### src/rtl/base_active_mc_pkg.sv
`default_nettype none
// ============================================================================
// Module   : base_active_mc_pkg
// Brief    : Shared constants and types for the multi-channel stream tracker
// Revision : 1.0 - initial release
// ============================================================================
package base_active_mc_pkg;

  // Error codes reported on o_err_code
  localparam logic [1:0] c_err_bad_tag  = 2'd0;
  localparam logic [1:0] c_err_orphan   = 2'd1;
  localparam logic [1:0] c_err_dup_start = 2'd2;
  localparam logic [1:0] c_err_overflow = 2'd3;

  // Per-channel combinational events raised by an accepted beat
  typedef struct packed {
    logic done;    // stream ended on this beat
    logic orphan;  // beat on an idle channel without start (explicit mode)
    logic dup;     // start flag on an already open stream
    logic ovf;     // beat arrived while the counter was saturated
  } ch_evt_t;

endpackage
`default_nettype wire

### src/rtl/base_active_ch.sv
`default_nettype none
// ============================================================================
// Module   : base_active_ch
// Brief    : One channel of the stream tracker: active flag, beat counter
//            and the events a beat on this channel produces
// Revision : 1.0 - initial release
// ============================================================================
module base_active_ch
  import base_active_mc_pkg::*;
#(
  parameter int mode  = 0,
  parameter int beatw = 8
) (
  input  logic             clk,
  input  logic             reset,
  input  logic             beat,     // accepted, in-range beat for this channel
  input  logic             s,
  input  logic             e,
  input  logic             clr,
  output logic             act_q,    // registered active flag
  output logic             act_nx,   // next-state active flag
  output ch_evt_t          evt,
  output logic [beatw-1:0] len       // final count when evt.done
);

  logic [beatw-1:0] w_cnt_q;
  logic [beatw-1:0] w_cnt_d;
  logic [beatw-1:0] w_next;
  logic             w_sat;
  logic             w_open_ok;

  // Next-state and event decode; a clear overrides everything on this channel
  always_comb begin
    act_nx    = act_q;
    w_cnt_d   = w_cnt_q;
    evt       = '0;
    len       = '0;
    w_sat     = &w_cnt_q;
    w_open_ok = (mode == 0) || s;
    w_next    = act_q ? (w_sat ? w_cnt_q : w_cnt_q + 1'b1) : beatw'(1);
    if (clr) begin
      act_nx  = 1'b0;
      w_cnt_d = '0;
    end else if (beat) begin
      if (!act_q && !w_open_ok) begin
        evt.orphan = 1'b1;
      end else begin
        evt.dup = act_q && (mode == 1) && s;
        evt.ovf = act_q && w_sat;
        if (e) begin
          act_nx   = 1'b0;
          w_cnt_d  = '0;
          evt.done = 1'b1;
          len      = w_next;
        end else begin
          act_nx  = 1'b1;
          w_cnt_d = w_next;
        end
      end
    end
  end

  base_vlat #(.w(1)) u_act (
    .clk(clk), .reset(reset), .en(1'b1), .d(act_nx), .q(act_q)
  );

  base_vlat #(.w(beatw)) u_cnt (
    .clk(clk), .reset(reset), .en(1'b1), .d(w_cnt_d), .q(w_cnt_q)
  );

endmodule
`default_nettype wire

### src/rtl/base_vlat.sv
`default_nettype none
// ============================================================================
// Module   : base_vlat
// Brief    : Generic enabled register with asynchronous active-high reset
// Revision : 1.0 - initial release
// ============================================================================
module base_vlat #(
  parameter int w = 1
) (
  input  logic         clk,
  input  logic         reset,
  input  logic         en,
  input  logic [w-1:0] d,
  output logic [w-1:0] q
);

  // State register: clears to zero on reset, loads d when enabled
  always_ff @(posedge clk or posedge reset) begin
    if (reset) begin
      q <= '0;
    end else if (en) begin
      q <= d;
    end
  end

endmodule
`default_nettype wire

### src/rtl/base_active_mc.sv
`default_nettype none
// ============================================================================
// Module   : base_active_mc
// Brief    : Multi-channel stream activity tracker with per-channel beat
//            counting, end-of-stream reports and protocol error reports
// Revision : 1.0 - initial release
// ============================================================================
module base_active_mc
  import base_active_mc_pkg::*;
#(
  parameter int nch   = 4,
  parameter int tagw  = 2,
  parameter int beatw = 8,
  parameter int mode  = 0,
  parameter int del   = 0
) (
  input  logic             clk,
  input  logic             reset,
  input  logic             i_v,
  input  logic             i_r,
  input  logic [tagw-1:0]  i_tag,
  input  logic             i_s,
  input  logic             i_e,
  input  logic [nch-1:0]   i_clr,
  output logic [nch-1:0]   o_act,
  output logic [tagw:0]    o_act_cnt,
  output logic             o_done_v,
  output logic [tagw-1:0]  o_done_tag,
  output logic [beatw-1:0] o_done_len,
  output logic             o_err_v,
  output logic [1:0]       o_err_code,
  output logic [tagw-1:0]  o_err_tag
);

  logic             w_acc;
  logic             w_bad;
  logic [31:0]      w_tag_ext;
  logic [nch-1:0]   w_beat;
  logic [nch-1:0]   w_act_q;
  logic [nch-1:0]   w_act_nx;
  ch_evt_t          w_evt [nch];
  logic [beatw-1:0] w_len [nch];

  ch_evt_t          w_any;
  logic [beatw-1:0] w_len_sel;
  logic             w_err_v_d;
  logic [1:0]       w_err_code_d;
  logic [tagw-1:0]  w_done_tag_d;
  logic [tagw-1:0]  w_err_tag_d;
  logic [beatw-1:0] w_done_len_d;

  assign w_acc     = i_v & i_r;
  assign w_tag_ext = 32'(i_tag);
  assign w_bad     = w_acc && (w_tag_ext >= 32'(nch));

  for (genvar k = 0; k < nch; k++) begin : g_ch
    assign w_beat[k] = w_acc && !w_bad && (w_tag_ext == 32'(k));

    base_active_ch #(.mode(mode), .beatw(beatw)) u_ch (
      .clk    (clk),
      .reset  (reset),
      .beat   (w_beat[k]),
      .s      (i_s),
      .e      (i_e),
      .clr    (i_clr[k]),
      .act_q  (w_act_q[k]),
      .act_nx (w_act_nx[k]),
      .evt    (w_evt[k]),
      .len    (w_len[k])
    );
  end

  // Merge channel events; only the addressed channel can raise any of them
  always_comb begin
    w_any     = '0;
    w_len_sel = '0;
    for (int k = 0; k < nch; k++) begin
      w_any.done   = w_any.done   | w_evt[k].done;
      w_any.orphan = w_any.orphan | w_evt[k].orphan;
      w_any.dup    = w_any.dup    | w_evt[k].dup;
      w_any.ovf    = w_any.ovf    | w_evt[k].ovf;
      w_len_sel    = w_len_sel    | w_len[k];
    end
  end

  // Error priority: bad tag, orphan, duplicate start, overflow
  always_comb begin
    w_err_v_d    = 1'b1;
    w_err_code_d = c_err_bad_tag;
    if (w_bad) begin
      w_err_code_d = c_err_bad_tag;
    end else if (w_any.orphan) begin
      w_err_code_d = c_err_orphan;
    end else if (w_any.dup) begin
      w_err_code_d = c_err_dup_start;
    end else if (w_any.ovf) begin
      w_err_code_d = c_err_overflow;
    end else begin
      w_err_v_d = 1'b0;
    end
  end

  assign w_done_tag_d = w_any.done ? i_tag : '0;
  assign w_done_len_d = w_any.done ? w_len_sel : '0;
  assign w_err_tag_d  = w_err_v_d ? i_tag : '0;

  base_vlat #(.w(1))     u_done_v   (.clk(clk), .reset(reset), .en(1'b1), .d(w_any.done),   .q(o_done_v));
  base_vlat #(.w(tagw))  u_done_tag (.clk(clk), .reset(reset), .en(1'b1), .d(w_done_tag_d), .q(o_done_tag));
  base_vlat #(.w(beatw)) u_done_len (.clk(clk), .reset(reset), .en(1'b1), .d(w_done_len_d), .q(o_done_len));
  base_vlat #(.w(1))     u_err_v    (.clk(clk), .reset(reset), .en(1'b1), .d(w_err_v_d),    .q(o_err_v));
  base_vlat #(.w(2))     u_err_code (.clk(clk), .reset(reset), .en(1'b1), .d(w_err_code_d), .q(o_err_code));
  base_vlat #(.w(tagw))  u_err_tag  (.clk(clk), .reset(reset), .en(1'b1), .d(w_err_tag_d),  .q(o_err_tag));

  // Popcount of the registered flags
  always_comb begin
    o_act_cnt = '0;
    for (int k = 0; k < nch; k++) begin
      o_act_cnt = o_act_cnt + (tagw+1)'(w_act_q[k]);
    end
  end

  if (del == 1) begin : g_act_reg
    assign o_act = w_act_q;
  end else begin : g_act_nx
    assign o_act = w_act_nx & {nch{~reset}};
  end

endmodule
`default_nettype wire

### config.mk
export PLATFORM = sky130hd
export DESIGN_NAME = base_active_mc
export DESIGN_NICKNAME = d
export VERILOG_FILES = /design/src/rtl/base_active_mc_pkg.sv /design/src/rtl/base_active_ch.sv /design/src/rtl/base_vlat.sv /design/src/rtl/base_active_mc.sv
export SDC_FILE = /design/constraint.sdc
export NUM_CORES = 1
export LEC_CHECK = 0
export ABC_AREA = 0
export BUFFER_PORTS_ARGS = -buffer_cell sky130_fd_sc_hd__clkbuf_2
export CAP_MARGIN = 0
export CORE_AREA = 2 2 101 83
export DETAILED_ROUTE_END_ITERATION = 10
export DIE_AREA = 0 0 103 85
export SETUP_SLACK_MARGIN = 0.02
export SLEW_MARGIN = 20
export SYNTH_ARGS = -nofsm -noshare
export SYNTH_HDL_FRONTEND = slang
export SYNTH_SLANG_ARGS = --single-unit
### constraint.sdc
create_clock -name clk -period 4.85 [get_ports clk]
set_clock_uncertainty 0.1 [all_clocks]
set_input_delay 0.7275 -clock clk [delete_from_list [all_inputs] [get_ports clk]]
set_output_delay 0.7275 -clock clk [all_outputs]
set_load 0.02 [all_outputs]
* Yosys cells after proc, flatten, opt, wreduce, memory -nomap -nowiden
Index checks and enable logic that the tools add are counted.
Storage, ports and cells: register bits 52, bits of input ports 12, logic and storage cells 127
Operators by class: $add $sub $neg 7, magnitude comparators 1, equal/unequal tests 3, muxes and demuxes 67, bitwise gates (word level) 15, reductions and logical operators 20
Operators with widths (count):
- two-way mux 8 bit | 33
- adder 8 x 1 -> 8 bit (second input constant) | 4
- logical NOT 32 bit | 1
- AND reduction 8 bit | 4
- two-way mux 1 bit | 25
- OR 8 bit | 3
- two-way mux 2 bit | 9
- logical AND 1 bit | 10
- OR 1 bit | 9
- nonzero test 2 bit | 4
- bitwise AND 4 bit | 1
- == test 2 bit (second input constant) | 2
- adder 2 x 1 -> 3 bit | 1
- adder 3 x 1 -> 3 bit | 1
- greater-or-equal comparator 2 x 3 -> 1 bit (second input constant) | 1
- adder 1 x 1 -> 2 bit | 1
- == test 2 x 1 -> 1 bit (second input constant) | 1
- bitwise AND 1 bit | 1
- logical NOT 1 bit | 1
- inverter 1 bit | 1

* Longest topological paths before layout
Gate-level depths: netlist of the first run.
depth in word-level cells 14, depth in mapped cells 7, gate-level depth less buffers 6

* By module
A second synthesis of the first run with hierarchy kept.
Second synthesis, totals: cells, all modules 522, area, all modules 4814.6 um^2
Modules (own cells, without submodules):
- base_active_ch | instances 4, cells each 87, area each 583.1 um^2, sequential area each 0.0 um^2
- base_vlat at g_ch[0].u_ch.u_cnt ... | instances 5, cells each 18, area each 335.3 um^2, sequential area each 200.2 um^2
- base_active_mc | instances 1, cells each 51, area each 314.1 um^2, sequential area each 0.0 um^2
- base_vlat at g_ch[0].u_ch.u_act ... | instances 6, cells each 3, area each 43.8 um^2, sequential area each 25.0 um^2
- base_vlat at u_done_tag ... | instances 3, cells each 5, area each 76.3 um^2, sequential area each 50.0 um^2

* Worst setup path before layout of the first run
No wires, ideal clock.
path kind input -> output, from in reset, to out o_act[0], arrival time 2163 ps, required time 4023 ps, path slack 1860 ps, cell stages on the path 2, cells stage by stage inv_1 and2_1
On the way: longest elaborated chain between the ends 2
RTL lines:
- from (decl) | line base_active_mc.sv:18 | input logic reset,
- inverter 1 bit | line base_active_mc.sv:125 | assign o_act = w_act_nx & {nch{~reset}};
- bitwise AND 4 bit | line base_active_mc.sv:125
- to (decl) | line base_active_mc.sv:25 | output logic [nch-1:0] o_act,
No other way between the ends.

* Worst setup path in the final report of the first run
from reg g_ch[0].u_ch.u_act.q, to out o_act_cnt[1]
On the way: longest elaborated chain between the ends 3
RTL lines:
- from (decl) | line base_vlat.sv:14 | output logic [w-1:0] q
- from (signal assigned) | line base_vlat.sv:20 | q <= '0;
- from (signal assigned) | line base_vlat.sv:22 | q <= d;
- adder 1 x 1 -> 2 bit | line base_active_mc.sv:118 | o_act_cnt = o_act_cnt + (tagw+1)'(w_act_q[k]);
- adder 2 x 1 -> 3 bit | line base_active_mc.sv:118
- adder 3 x 1 -> 3 bit | line base_active_mc.sv:118
- to (decl) | line base_active_mc.sv:26 | output logic [tagw:0] o_act_cnt,
No other way between the ends.

==> flow_summary.yaml, run 1 <==
critical_path:
  path_cells: "inv_1, fa_1, inv_1, ha_1, ha_1, clkbuf_2"
  critical-path-slowest-cell: "fa_1"
  worst-setup-path-type: "reg2out"
  critPathMaxStageDelay_ps: 550
  rr_worst_depth: 6
  path_depth: 6
  setup.worst_path.start_class: "flop"
  cp.required_ps: 4020
  cp.arrival_ps: 2100
  cp-end-kind: "primary output"
  path_buf_inv: 3
  crit_family: "adder cells"
  crit_fanout: 8
pwr:
  peakVddDrop_v: 0.0000995
  powerDensity_mw_per_mm2: 210
  cellLeakagePower_nw: 1.54
place:
  gp_congestion: 0.924
  portBuffers: 33
  place_hpwl_mm: 6.07
sta:
  holdWs_ps: 404
  setup_viol: 0
  finalHoldViolCount: 0
  worst_pin_slew_ps: 592
  slew_violations: 0
  fin_tns_setup_ps: 0
  fin_crit_ps: 2930
  rsz0062_at_grt: "false"
  fmax_ghz: 0.341
  max-slew-margin-rel_pct: 60.5
  period_share_pct: 60.5
clock_network:
  post-cts-setup-buffers: 0
  cts_root_buf: "clkbuf_8"
  cts_tree: "done"
  cts_hold_buffers: 0
  numCtsBuffers: 5
  insertion_delay_ps: 300
  ctsLongestPathBuffers: 2
  clk_pin_slew_ps: 100
  htreeDepth: 2
  cts_resized: 0
  cts.sinks: 50
logic_synthesis:
  synth-async-reset-ratio_pct: 100
  syn_area_mm2: 0.00317
  yosys-top-cells-count: "50 x dfrtp_1, 46 x nor2_1, 36 x a21oi_1"
  syn_inst: 366
  synth_ff_type: "dfrtp_1"
  yosysMostFrequentCell: "dfrtp_1"
  synth_largest_area_cell: "dfrtp_1"
  synth_fp_nets: 385
  synth_area_leaders: "dfrtp_1 40%, a21oi_1 5.7%, nor2_1 5.5%"
  yosysUniqueCellTypes: 60
  ys_warn_count: 0
  synth_top_area_share_pct: 39.5
  synth_edf_count: 0
  seq_area_frac_synth_pct: 39.5
  synth.avg_cell_area_um2: 8.65
  ys_seq_elements: 50
detailed_routing:
  wl_mm: 8.01
  firstDrtPassIters: 5
  drtIter0Drc: 166
  wl_per_cell_um: 15.9
  via_per_inst: 5.63
  num_vias: 2825
  drcViolationCount: 0
  ant_nets: 0
final_layout:
  n_antenna_cell: 0
  final_layout_size_suffix_gt1_share_pct: 13.7
  nFillCells: 802
  register_area_mm2: 0.00125
  areaGrowthSynthToFinish_pct: 9.80
  num-nets-final: 412
  postLayoutCoreUtil_pct: 44.8
  multi_input_area_mm2: 0.00179
outcome:
  status: "complete, no violations"
global_routing:
  grt_overflow: 0
  grt_start_max_net_pins: 29
  antenna_found_initial: 0
  grt_pass1_vias: 2644
  grt_pass1_wl_mm: 13.3
  grtUsageTotal_pct: 19.3
die:
  die_x_um: 103
  io_pins: 35
  num_rows: 29
  die_height_um: 85
  initial_core_util_pct: 40.8
  die-area_mm2: 0.00876
  coreArea_mm2: 0.00776
job:
  maxCapViolCount: 0
min_path:
  hold_class: "in2async"
-- cells by family after synthesis --
| logic type | synth area share (%) |
|---|---|
| AOI/OAI and AO/OA | 21.1 |
| and+or+nand+nor | 27.9 |
| DFF | 39.5 |
| muxes | 2.21 |
| adders and majority gates | 3.00 |
| xor gates and xnor gates | 2.21 |
| buffers and inverters | 3.99 |
-- metal layers --
metal	vias to the layer above	global-route usage, %	part of all wire, %
met5	-	0	0
met4	0	4.07	0.55
met3	4	3.21	4.3
met2	70	28.2	44
met1	1350	29.9	51
li1	1401	-	-
-- worst reg2reg max path, cell delays in order (launching register included) --
cell,delay [ps]
dfrtp_1,490
ha_1,300
nand4_1,200
nor2_1,370
nor3_1,110
or3_1,400
o2111ai_1,150
-- sequential cells by signal, summed over array words and instances, names as in the netlist --
register	count
u_done_len.q	8
u_err_tag.q	2
u_err_code.q	1
g_ch.u_ch.u_act.q	4
g_ch.u_ch.u_cnt.q	32
u_done_tag.q	2
u_done_v.q	1
-- cell usage in the layout, fill, tap and decap left out, drive strengths merged, types with 7 or more instances in the layout --
master  instances
xnor2           7
and3           11
clkbuf         40
o21ai          19
nor2           48
mux2i           7
dfrtp          50
nand2          27
and2            8
inv            10
a31oi           7
a21oi          38
nor3            7
nand3          27
o211ai         13
-- layout make-up --
cell class,count,area share (%)
Clock buffer,7,2.48
Tap cell,108,3.89
Sequential cell,50,36.0
Multi-Input combinational cell,292,51.4
Inverter,10,1.08
Clock inverter,1,0.144
Timing Repair Buffer,34,4.97
-- per-stage QoR --
step	worst slack (ps)	std cells	total power, mW	cell area, um^2
2_1_floorplan	1860	366	0.465	3170
4_1_cts	1900	502	0.743	3480
3_5_place_dp	1940	494	0.483	3380
5_1_grt	1810	502	0.764	3480
3_3_place_gp	1910	494	0.483	3380
6_report	1920	502	0.728	3480
-- worst paths after layout --
path                                                     startpoint                                  end  slack (ps)
worst max-delay path                 g_ch[0].u_ch.u_act.q$_DFF_PP0_                         o_act_cnt[1]        1920
worst min-delay path                                          reset       g_ch[0].u_ch.u_act.q$_DFF_PP0_         400
worst max register to register  g_ch[0].u_ch.u_cnt.q[0]$_DFFE_PP0P_            u_done_len.q[3]$_DFF_PP0_        2630
worst min register to register  g_ch[1].u_ch.u_cnt.q[3]$_DFFE_PP0P_  g_ch[1].u_ch.u_cnt.q[3]$_DFFE_PP0P_         460
max in group asynchronous                                     reset  g_ch[3].u_ch.u_cnt.q[2]$_DFFE_PP0P_        3460
min in group clk                g_ch[1].u_ch.u_cnt.q[3]$_DFFE_PP0P_  g_ch[1].u_ch.u_cnt.q[3]$_DFFE_PP0P_         460
-- where the power goes --
part / switching, mW / internal [mW] / total, mW
sequential: 0.00325 / 0.419 / 0.422
clock: 0.138 / 0.116 / 0.254
combinational: 0.0363 / 0.0160 / 0.0523
total: 0.178 / 0.550 / 0.728
(Power assumes the default switching activity.)
==> run 2: changes to the inputs <==
clock period = 2.95 ns   (was 4.85 ns; I/O delays follow)
==> flow_summary.yaml, run 2 (synthesis results as in run 1) <==
clock_network:
  cts_resized: 0
  cts.sinks: 50
  htreeDepth: 2
  cts_root_buf: "clkbuf_8"
  cts_hold_buffers: 0
  post-cts-setup-buffers: 0
  insertion_delay_ps: 300
  numCtsBuffers: 5
  ctsLongestPathBuffers: 2
  cts_tree: "done"
  clk_pin_slew_ps: 100
detailed_routing:
  drt-met1-wl_mm: 4.18
  wl_mm: 8.21
  ant_nets: 0
  routed-wl-met2_mm: 3.56
  via_per_inst: 5.63
  drtIter0Drc: 203
  firstDrtPassIters: 4
  routed-wl-met3_um: 387
  num_vias: 2850
  drcViolationCount: 0
  wl_per_cell_um: 16.2
  top_layer: "met4"
pwr:
  cellLeakagePower_nw: 1.56
  powerDensity_mw_per_mm2: 362
  peakVddDrop_v: 0.000214
  power_mw: 1.28
critical_path:
  cp-end-kind: "primary output"
  ff2ff_setup_slack_ps: 710
  cp.required_ps: 2410
  cp.arrival_ps: 2130
  worst-setup-path-type: "reg2out"
  setup.worst_path.start_class: "flop"
  crit_fanout: 8
die:
  coreArea_mm2: 0.00776
  die_height_um: 85
  num_rows: 29
  die-area_mm2: 0.00876
  initial_core_util_pct: 40.8
  die_x_um: 103
  io_pins: 35
min_path:
  hold_class: "in2async"
sta:
  fin_ws_ps: 273
  fmax_ghz: 0.374
  holdWs_ps: -6.70
  period_share_pct: 90.8
  fin_tns_setup_ps: 0
  finalHoldViolCount: 9
  rsz0062_at_grt: "false"
  setup_viol: 0
  max-slew-margin-rel_pct: 64.7
  worst_pin_slew_ps: 528
  fin_crit_ps: 2680
  slew_violations: 0
place:
  placedInstanceArea_mm2: 0.00341
  portBuffers: 33
  pre_cts_slack_ps: 631
  gp_congestion: 0.875
  dp_cells: 498
  place_hpwl_mm: 6.11
final_layout:
  nFillCells: 782
  layout.cells.non_filler: 506
  num-nets-final: 416
  final_cell_mix: "50 x dfrtp_1, 46 x nor2_1, 36 x a21oi_1, 33 x clkbuf_2, 26 x nand3_1"
  final_common_cell: "dfrtp_1"
  largest_reg_flops: 32
  final_layout_size_suffix_gt1_share_pct: 14.6
  n_antenna_cell: 0
  regMostFlops: "g_ch.u_ch.u_cnt.q"
  areaGrowthSynthToFinish_pct: 11.3
  reg.largest.list: "g_ch.u_ch.u_cnt.q x32, u_done_len.q x8, g_ch.u_ch.u_act.q x4"
  final_area_mm2: 0.00352
job:
  maxCapViolCount: 0
global_routing:
  grt_pass1_wl_mm: 13.7
  antenna_found_initial: 0
  grt_start_max_net_pins: 27
  grtUsageTotal_pct: 20.0
  grt_overflow: 0
  grt_pass1_vias: 2626
outcome:
  violations: "hold timing"
  status: "finished with violations"
run 2: cell count changes in the layout (fill, tap and decap cells not counted), sizes merged:
cell	delta
buf	+4
bufinv	+1
clkbuf	-1
clkinv	-1
clkinvlp	+1
run 2: layer usage:
layer  GRT usage, %  up-vias
met2           29.1       57
met4           4.55        0
met5              0        -
met3           3.21        6
met1           31.0     1379
li1               -     1408
run 2: stage by stage:
step	util [%]	hold WS (ps)
after floorplan	-	393
after global routing	45.4	4.66
after CTS	45.4	1.16
final	45.4	-6.70
after detailed placement	44.0	337
after global placement	44.0	323
run 2: path summary, 6_finish.rpt:
kind | from | end | cells after the start
setup / recovery | g_ch[0].u_ch.u_act.q$_DFF_PP0_ | o_act_cnt[1] | 6
hold / removal | reset | g_ch[0].u_ch.u_act.q$_DFF_PP0_ | 2
setup reg to reg | g_ch[3].u_ch.u_cnt.q[0]$_DFFE_PP0P_ | u_done_len.q[1]$_DFF_PP0_ | 6
hold reg to reg | g_ch[1].u_ch.u_cnt.q[3]$_DFFE_PP0P_ | g_ch[1].u_ch.u_cnt.q[3]$_DFFE_PP0P_ | 1
max in group asynchronous | reset | u_done_len.q[1]$_DFF_PP0_ | 3
min in group clk | i_clr[1] | g_ch[1].u_ch.u_cnt.q[0]$_DFFE_PP0P_ | 2
run 2: final cells by class:
cell class,instances,area [um^2],area share [%]
well taps,108,135,3.83
flip-flops and latches,50,1250,35.5
multi-input cells,292,1790,50.7
clock inverters,2,37.5,1.06
repair buffers,38,203,5.75
inverters,10,37.5,1.06
clock buffers,6,72.6,2.06
run 2: power by group:
group	switching, mW	internal [mW]	total (mW)
Clock	0.238	0.253	0.491
Sequential	0.00522	0.689	0.694
Combinational	0.0626	0.0301	0.0927
run 2: worst max-delay path: stages (launching register included):
cell and delay (ps):
dfrtp_1 490, inv_1 120, fa_1 540, inv_1 40
ha_1 170, ha_1 300, clkbuf_2 170
